==> config.mk <==
export PLATFORM = sky130hd
export DESIGN_NAME = alu_share_arbiter
export DESIGN_NICKNAME = d
export VERILOG_FILES = /design/src/rtl/alu_share_arbiter.sv
export SDC_FILE = /design/constraint.sdc
export NUM_CORES = 1
export LEC_CHECK = 0
export CORE_MARGIN = 2
export CORE_UTILIZATION = 41
export CTS_BUF_LIST = sky130_fd_sc_hd__clkbuf_8
export DETAILED_ROUTE_END_ITERATION = 8
export PLACE_DENSITY = 0.82
export SYNTH_ARGS = -nofsm -noshare
export SYNTH_HDL_FRONTEND = slang
export SYNTH_SLANG_ARGS = --single-unit
export TNS_END_PERCENT = 100
==> constraint.sdc <==
create_clock -name clk -period 2.1 [get_ports clk]
set_clock_uncertainty 0.05 [all_clocks]
set_input_delay 0.21 -clock clk [delete_from_list [all_inputs] [get_ports clk]]
set_output_delay 0.21 -clock clk [all_outputs]
set_load 0.005 [all_outputs]
==> src/rtl/alu_share_arbiter.sv <==
// alu_share_arbiter
//   Shares one RV32I ALU between two requesters. Port 0 is the execute stage
//   and port 1 is the branch/address-compare path. A granted order is driven
//   to the ALU for exactly one cycle. The ALU result and zero flag are then
//   registered and returned to the granted port over a valid/ready channel.
//
// Ports
//   clk, rst_n                  clock, asynchronous active-low reset
//   reqN_valid/ready            request handshake (ready is combinational)
//   reqN_order, reqN_a, reqN_b  decoded ALU order and operands
//   rspN_valid/ready            response handshake
//   rspN_result, rspN_zero      registered ALU result and zero flag
//   alu_order, alu_a, alu_b     drive to the shared ALU (registered)
//   alu_result, alu_zero        combinational ALU outputs
//   busy                        high whenever the FSM is not IDLE
//
// state | meaning
// ------+----------------------------------------------------------
// IDLE  | no operation in flight; arbitrate incoming requests
// EXEC  | ALU driven from latched order/operands; capture at edge
// RESP  | result held on granted port until its rsp_ready
module alu_share_arbiter #(
  parameter int                   DATA_W     = 32,
  parameter int                   ORDER_W    = 4,
  parameter logic [ORDER_W-1:0]   IDLE_ORDER = '0,
  parameter bit                   FIXED_PRIO = 1'b0
) (
  input  logic               clk,
  input  logic               rst_n,
  input  logic               req0_valid,
  output logic               req0_ready,
  input  logic [ORDER_W-1:0] req0_order,
  input  logic [DATA_W-1:0]  req0_a,
  input  logic [DATA_W-1:0]  req0_b,
  input  logic               req1_valid,
  output logic               req1_ready,
  input  logic [ORDER_W-1:0] req1_order,
  input  logic [DATA_W-1:0]  req1_a,
  input  logic [DATA_W-1:0]  req1_b,
  output logic               rsp0_valid,
  input  logic               rsp0_ready,
  output logic [DATA_W-1:0]  rsp0_result,
  output logic               rsp0_zero,
  output logic               rsp1_valid,
  input  logic               rsp1_ready,
  output logic [DATA_W-1:0]  rsp1_result,
  output logic               rsp1_zero,
  output logic [ORDER_W-1:0] alu_order,
  output logic [DATA_W-1:0]  alu_a,
  output logic [DATA_W-1:0]  alu_b,
  input  logic [DATA_W-1:0]  alu_result,
  input  logic               alu_zero,
  output logic               busy
);

  typedef enum logic [1:0] {IDLE, EXEC, RESP} state_t;

  state_t state;
  logic   last_grant;
  logic   grant_id;
  logic   rsp_hs;
  logic   arb_en;
  logic   pick1;
  logic   req_hs;

  always_comb begin
    rsp_hs = (state == RESP) && (grant_id ? rsp1_ready : rsp0_ready);
    // Re-arbitration happens in IDLE and in the same cycle a response is taken,
    // which gives one op per two cycles when responses are never stalled.
    arb_en = (state == IDLE) || rsp_hs;
    if (FIXED_PRIO)
      pick1 = req1_valid && !req0_valid;
    else
      pick1 = req1_valid && (!req0_valid || !last_grant);
    req0_ready = arb_en && req0_valid && !pick1;
    req1_ready = arb_en && req1_valid && pick1;
    req_hs     = req0_ready || req1_ready;
  end

  assign busy = (state != IDLE);

  always_ff @(posedge clk or negedge rst_n) begin
    if (!rst_n) begin
      state       <= IDLE;
      last_grant  <= 1'b1;
      grant_id    <= 1'b0;
      alu_order   <= IDLE_ORDER;
      alu_a       <= '0;
      alu_b       <= '0;
      rsp0_valid  <= 1'b0;
      rsp1_valid  <= 1'b0;
      rsp0_result <= '0;
      rsp1_result <= '0;
      rsp0_zero   <= 1'b0;
      rsp1_zero   <= 1'b0;
    end else begin
      // alu_order is only non-idle in the single cycle after an accept;
      // operands keep their last value so the ALU inputs do not toggle.
      alu_order <= IDLE_ORDER;
      if (req_hs) begin
        grant_id   <= req1_ready;
        last_grant <= req1_ready;
        alu_order  <= req1_ready ? req1_order : req0_order;
        alu_a      <= req1_ready ? req1_a : req0_a;
        alu_b      <= req1_ready ? req1_b : req0_b;
      end

      case (state)
        IDLE: begin
          if (req_hs) state <= EXEC;
        end
        EXEC: begin
          if (grant_id) begin
            rsp1_result <= alu_result;
            rsp1_zero   <= alu_zero;
            rsp1_valid  <= 1'b1;
          end else begin
            rsp0_result <= alu_result;
            rsp0_zero   <= alu_zero;
            rsp0_valid  <= 1'b1;
          end
          state <= RESP;
        end
        RESP: begin
          if (rsp_hs) begin
            rsp0_valid <= 1'b0;
            rsp1_valid <= 1'b0;
            state      <= req_hs ? EXEC : IDLE;
          end
        end
        default: state <= IDLE;
      endcase
    end
  end

endmodule

# Word-level counts from Yosys, hierarchy flattened
# Index checks and enable logic that the tools add are counted.
# Widths: inputs -> output; s select.
dict set report classes {
  n_eq_ne 6
  n_mux 14
  n_bitwise 1
  n_reduce_logical 20
}
# cell n
set ops {}
lappend ops {{$mux 32} 2}
lappend ops {{$mux 4} 2}
lappend ops {{$ne 2x2->1 const B} 4}
lappend ops {{$logic_and 1x1->1} 6}
lappend ops {{$pmux 2 s3} 1}
lappend ops {{$reduce_and 2->1} 3}
lappend ops {{$reduce_and 3->1} 2}
lappend ops {{$mux 1} 5}
lappend ops {{$mux 2} 2}
lappend ops {{$pmux 1 s2} 2}
lappend ops {{$reduce_bool 2->1} 2}
lappend ops {{$logic_not 1->1} 3}
lappend ops {{$logic_or 1x1->1} 3}
lappend ops {{$eq 2x1->1 const B} 1}
lappend ops {{$eq 2x2->1 const B} 1}
lappend ops {{$logic_not 2->1} 1}
lappend ops {{$not 1->1} 1}
dict set report totals {
  reg_bits 140
  input_bits 175
}

# Logic depth before layout (Yosys ltp)
dict set report logic_depth {
  ltp_word 9
  mapped_depth 6
  depth_no_buf 3
}

# Worst setup path after synthesis
# No wires, ideal clock.
dict set report synth_path {
  path_kind {register -> register}
  from {register state[1]}
  to {register rsp0_result[10]}
  setup_time_ns 0.125
  arrival_time_ns 1.400
  slack_ns 0.525
  path_stages_with_launch 6
  path_buffers 2
  period_less_slack_ns 1.575
  cell_sequence {dfrtp_1 buf_2 nand2b_1 nor2_2 buf_2 mux2_2}
}
dict set report synth_between {
  elab_chain_len 2
}
# element line
set synth_rtl {}
lappend synth_rtl {{start, declared} 58} ;# state_t state;
lappend synth_rtl {{start signal, assigned} 128} ;# state <= req_hs ? EXEC : IDLE;
lappend synth_rtl {{$eq 2x1->1} 108} ;# case (state)
lappend synth_rtl {{$reduce_and 2->1 (no line)} n/a}
lappend synth_rtl {{end signal, assigned} 118} ;# rsp0_result <= alu_result;
lappend synth_rtl {{end, declared} 42} ;# output logic [DATA_W-1:0] rsp0_result,
# Every way passes these cells.
# A chain may end at the register's enable or synchronous reset.

# Worst setup path in the final report
dict set report layout_path {
  from {register grant_id}
  to {output port req0_ready}
}
dict set report layout_between {
  elab_chain_len 5
}
# element line
set layout_rtl {}
lappend layout_rtl {{start, declared} 60} ;# logic grant_id;
lappend layout_rtl {{start signal, assigned} 101} ;# grant_id <= req1_ready;
lappend layout_rtl {{$mux 1} 67} ;# rsp_hs = (state == RESP) && (grant_id ? rsp1_ready : rsp0_ready);
lappend layout_rtl {{$logic_and 1x1->1} 67}
lappend layout_rtl {{$logic_or 1x1->1} 70} ;# arb_en = (state == IDLE) || rsp_hs;
lappend layout_rtl {{$logic_and 1x1->1 (2 in a row)} 75} ;# req0_ready = arb_en && req0_valid && !pick1;
lappend layout_rtl {{end, declared} 31} ;# output logic req0_ready,
# Every way passes these cells.

==> key figures <==
Worst setup path
  • Slowest library cell on the worst path: dfrtp_2
  • Worst endpoint required time: 1.84 ns
  • Crit Path Class: reg2out
  • Worst setup EP type: output port
  • Max Fanout on Critical Path: 2
  • Cell Chain, Critical Path: mux2i_2, a21o_1, buf_4, nor3_2, clkdlybuf4s15_1
  • CP Buf/Inv Count: 2
  • Crit path largest cell delay: 0.42 ns
  • Worst setup SP type: flip-flop
  • Top delay family on crit path: flip-flops
  • Critical Path AT: 1.73 ns

Detailed routing
  • Detailed Route WL: 18500 µm
  • Number of iterations in the first detailed-routing pass: 4
  • DR vias/cell: 5.47
  • Routed length per instance: 20.0 µm
  • # DRC: 0
  • Initial DRC Count: 212
  • Routed vias: 5050
  • Antenna Nets Post-Route: 0

Clock network
  • Root buffer cell: clkbuf_8
  • Max clock buf depth: 2
  • CTS clk-pin slew, worst paths: 0.09 ns
  • Worst-skew pair later-pin latency: 0.43 ns
  • H-Tree Depth: 4
  • Clock sinks: 140
  • TritonCTS Buffers: 17
  • CTS tree: yes

Die
  • Initial core utilization: 42.2%
  • Total die area: 0.0160 mm²
  • Top-level I/O count: 314
  • Die X: 127 µm
  • Die Height: 127 µm
  • Core region area: 0.0146 mm²
  • Std-Cell Rows: 44

Final layout
  • Most frequent cells in the layout: clkdlybuf4s50_1 (310), dfrtp_1 (137), mux2_2 (66)
  • Synth-to-Final Area Change: 61.7%
  • Commonest non-fill, non-tap cell in the layout: clkdlybuf4s50_1
  • Final Util: 68.3%
  • # nets final: 902
  • Ant. Diodes: 0
  • Register area: 0.00351 mm²
  • Share of layout cells above drive strength 1: 24.6%
  • Fillers: 1016
  • Area occupied by multi-input gates: 0.00244 mm²

GRT
  • Largest net degree at the start of global routing: 65
  • Initial antenna violation count: 0
  • Met1 Use GR: 26.6%
  • Met3 usage: 5.69%
  • Most crowded layer after global routing: met2
  • Gr usage total: 22.8%
  • First-pass GRT wire length: 28700 µm
  • Grt total ovfl: 0
  • Routing usage on met2: 40.3%
  • Vias in the first global route: 5430

Pwr
  • Worst vdd ir: 0.717 mV
  • P_leak: 3.85 nW
  • Comb pwr share: 50.9%
  • Cell Int Power: 9.58 mW
  • Clock power frac: 14.6%
  • PwrDens: 1430 mW/mm²
  • Sw Pwr: 4.66 mW
  • Reg power frac: 34.5%
  • Net Sw Frac: 32.7%
  • Pwr Total: 14.2 mW

Flow run
  • Max_cap viols: 0

Timing
  • RSZ-0062 raised after global routing: no
  • Final setup violating endpoints: 0
  • F_max: 0.503 GHz
  • WHS: 0.201 ns
  • Max_slew headroom: 60.0%
  • Pin slew with the least headroom to its limit: 0.599 ns
  • Setup TNS: 0 ns
  • Fin crit share: 94.7%
  • Tmin final: 1.99 ns
  • Final-report hold violation count: 0
  • Post-route setup slack: 0.112 ns
  • Max Transition Viols Final: 0

Synthesis
  • Syn Inst Count: 417
  • Yosys cell types: 31
  • Ys Warns: 0
  • Synth Register Bits: 140
  • Synth Net Count: 592
  • Synthesized area per cell: 14.8 µm²
  • Register area share after synthesis: 56.9%
  • Mapped Area: 0.00616 mm²

Placement
  • Pre-CTS WS: 0.105 ns
  • Gpl congestion: 0.806
  • PortBufs: 313
  • Post-DP HPWL: 13600 µm

Hold path
  • Hold Crit Class: in2async

Status
  • Status: complete, no violations
-- synth_stat cells --
master | n | area (µm²)
a211oi_2 | 1 | 12.5
a21bo_2 | 1 | 10.0
a21boi_0 | 1 | 7.51
a21o_1 | 1 | 7.51
a21oi_1 | 2 | 10.0
a21oi_2 | 1 | 8.76
a2bb2oi_1 | 14 | 123
a2bb2oi_2 | 50 | 751
a32oi_1 | 4 | 35.0
buf_2 | 19 | 95.1
buf_4 | 2 | 15.0
buf_6 | 5 | 56.3
clkbuf_1 | 18 | 67.6
dfrtp_1 | 139 | 3480
dfstp_2 | 1 | 26.3
inv_1 | 3 | 11.3
mux2_2 | 66 | 743
mux2i_2 | 1 | 13.8
nand2_1 | 3 | 11.3
nand2b_1 | 3 | 18.8
nand3_1 | 1 | 5.00
nor2_1 | 8 | 30.0
nor2_2 | 1 | 6.26
nor2b_1 | 1 | 6.26
nor3_1 | 1 | 5.00
o21ai_0 | 1 | 5.00
o22a_1 | 1 | 8.76
o2bb2ai_1 | 2 | 17.5
o32a_1 | 1 | 10.0
o32ai_1 | 64 | 561
or2_2 | 1 | 6.26
-- power by group through the flow --
stage	Clock [mW]	Combinational [mW]	Sequential (mW)
detailed placement	0	7.28	4.95
global route	2.27	7.65	5.07
global placement	0	7.09	4.87
CTS	2.14	7.32	4.92
finish	2.07	7.25	4.92
floorplan	0	3.36	4.91
-- routing by layer --
layer  routed length [µm]  vias up  part of all wire, %
li1                     -     2276                    -
met1                 7130     2537                   39
met2                 9660      203                   52
met3                 1170       34                  6.3
met4                  502        0                  2.7
met5                    0        -                    0
-- state kept, by name, summed over array words and instances (netlist names), 2 cells and up --
| register | flops |
|---|---|
| rsp1_result | 32 |
| rsp0_result | 32 |
| alu_b | 32 |
| alu_order | 4 |
| alu_a | 32 |
| state | 2 |
-- layout make-up --
cell class / instances / area share, %
inverters: 3 / 0.113
well taps: 184 / 2.31
repair buffers: 335 / 34.1
multi-input cells: 230 / 24.5
flip-flops and latches: 140 / 35.2
clock inverters: 15 / 1.44
clock buffers: 17 / 2.35
-- metrics by stage --
step	instances	instance area (µm²)
finish	924	9970
global placement	889	9560
CTS	924	9960
global route	924	9970
detailed placement	889	9560
floorplan	417	6160
-- worst paths after layout --
path,depth (start not counted),slack [ns],end,startpoint
setup / recovery,5,0.11,req0_ready,grant_id
hold / removal,2,0.20,rsp0_result[28],rst_n
setup reg to reg,5,0.35,alu_b[31],grant_id
hold reg to reg,1,0.46,rsp0_result[6],rsp0_result[6]
max in group asynchronous,3,1.11,rsp0_result[2],rst_n
min in group clk,3,0.33,alu_b[0],req1_b[0]
-- cells by family (layout without fill, tap and decap cells) --
group,count (synthesis),count (layout),share of synthesized area [%]
DFF,140,140,56.9
muxes,67,67,12.3
and+or+nand+nor,19,19,1.44
AOI/OAI and AO/OA,144,144,25.4
buffers and inverters,47,370,3.98
-- repair_timing --
| item | 4_1_cts | 5_1_grt |
|---|---|---|
| endpoints found under the hold margin | 94 | 0 |
| setup endpoints to repair | 2 | 2 |
| hold buffers | 1 | 0 |
| buffers inserted | 2 | 0 |
| gates resized for setup | 3 | 3 |
Note: power is estimated with default switching activity, not from simulation.
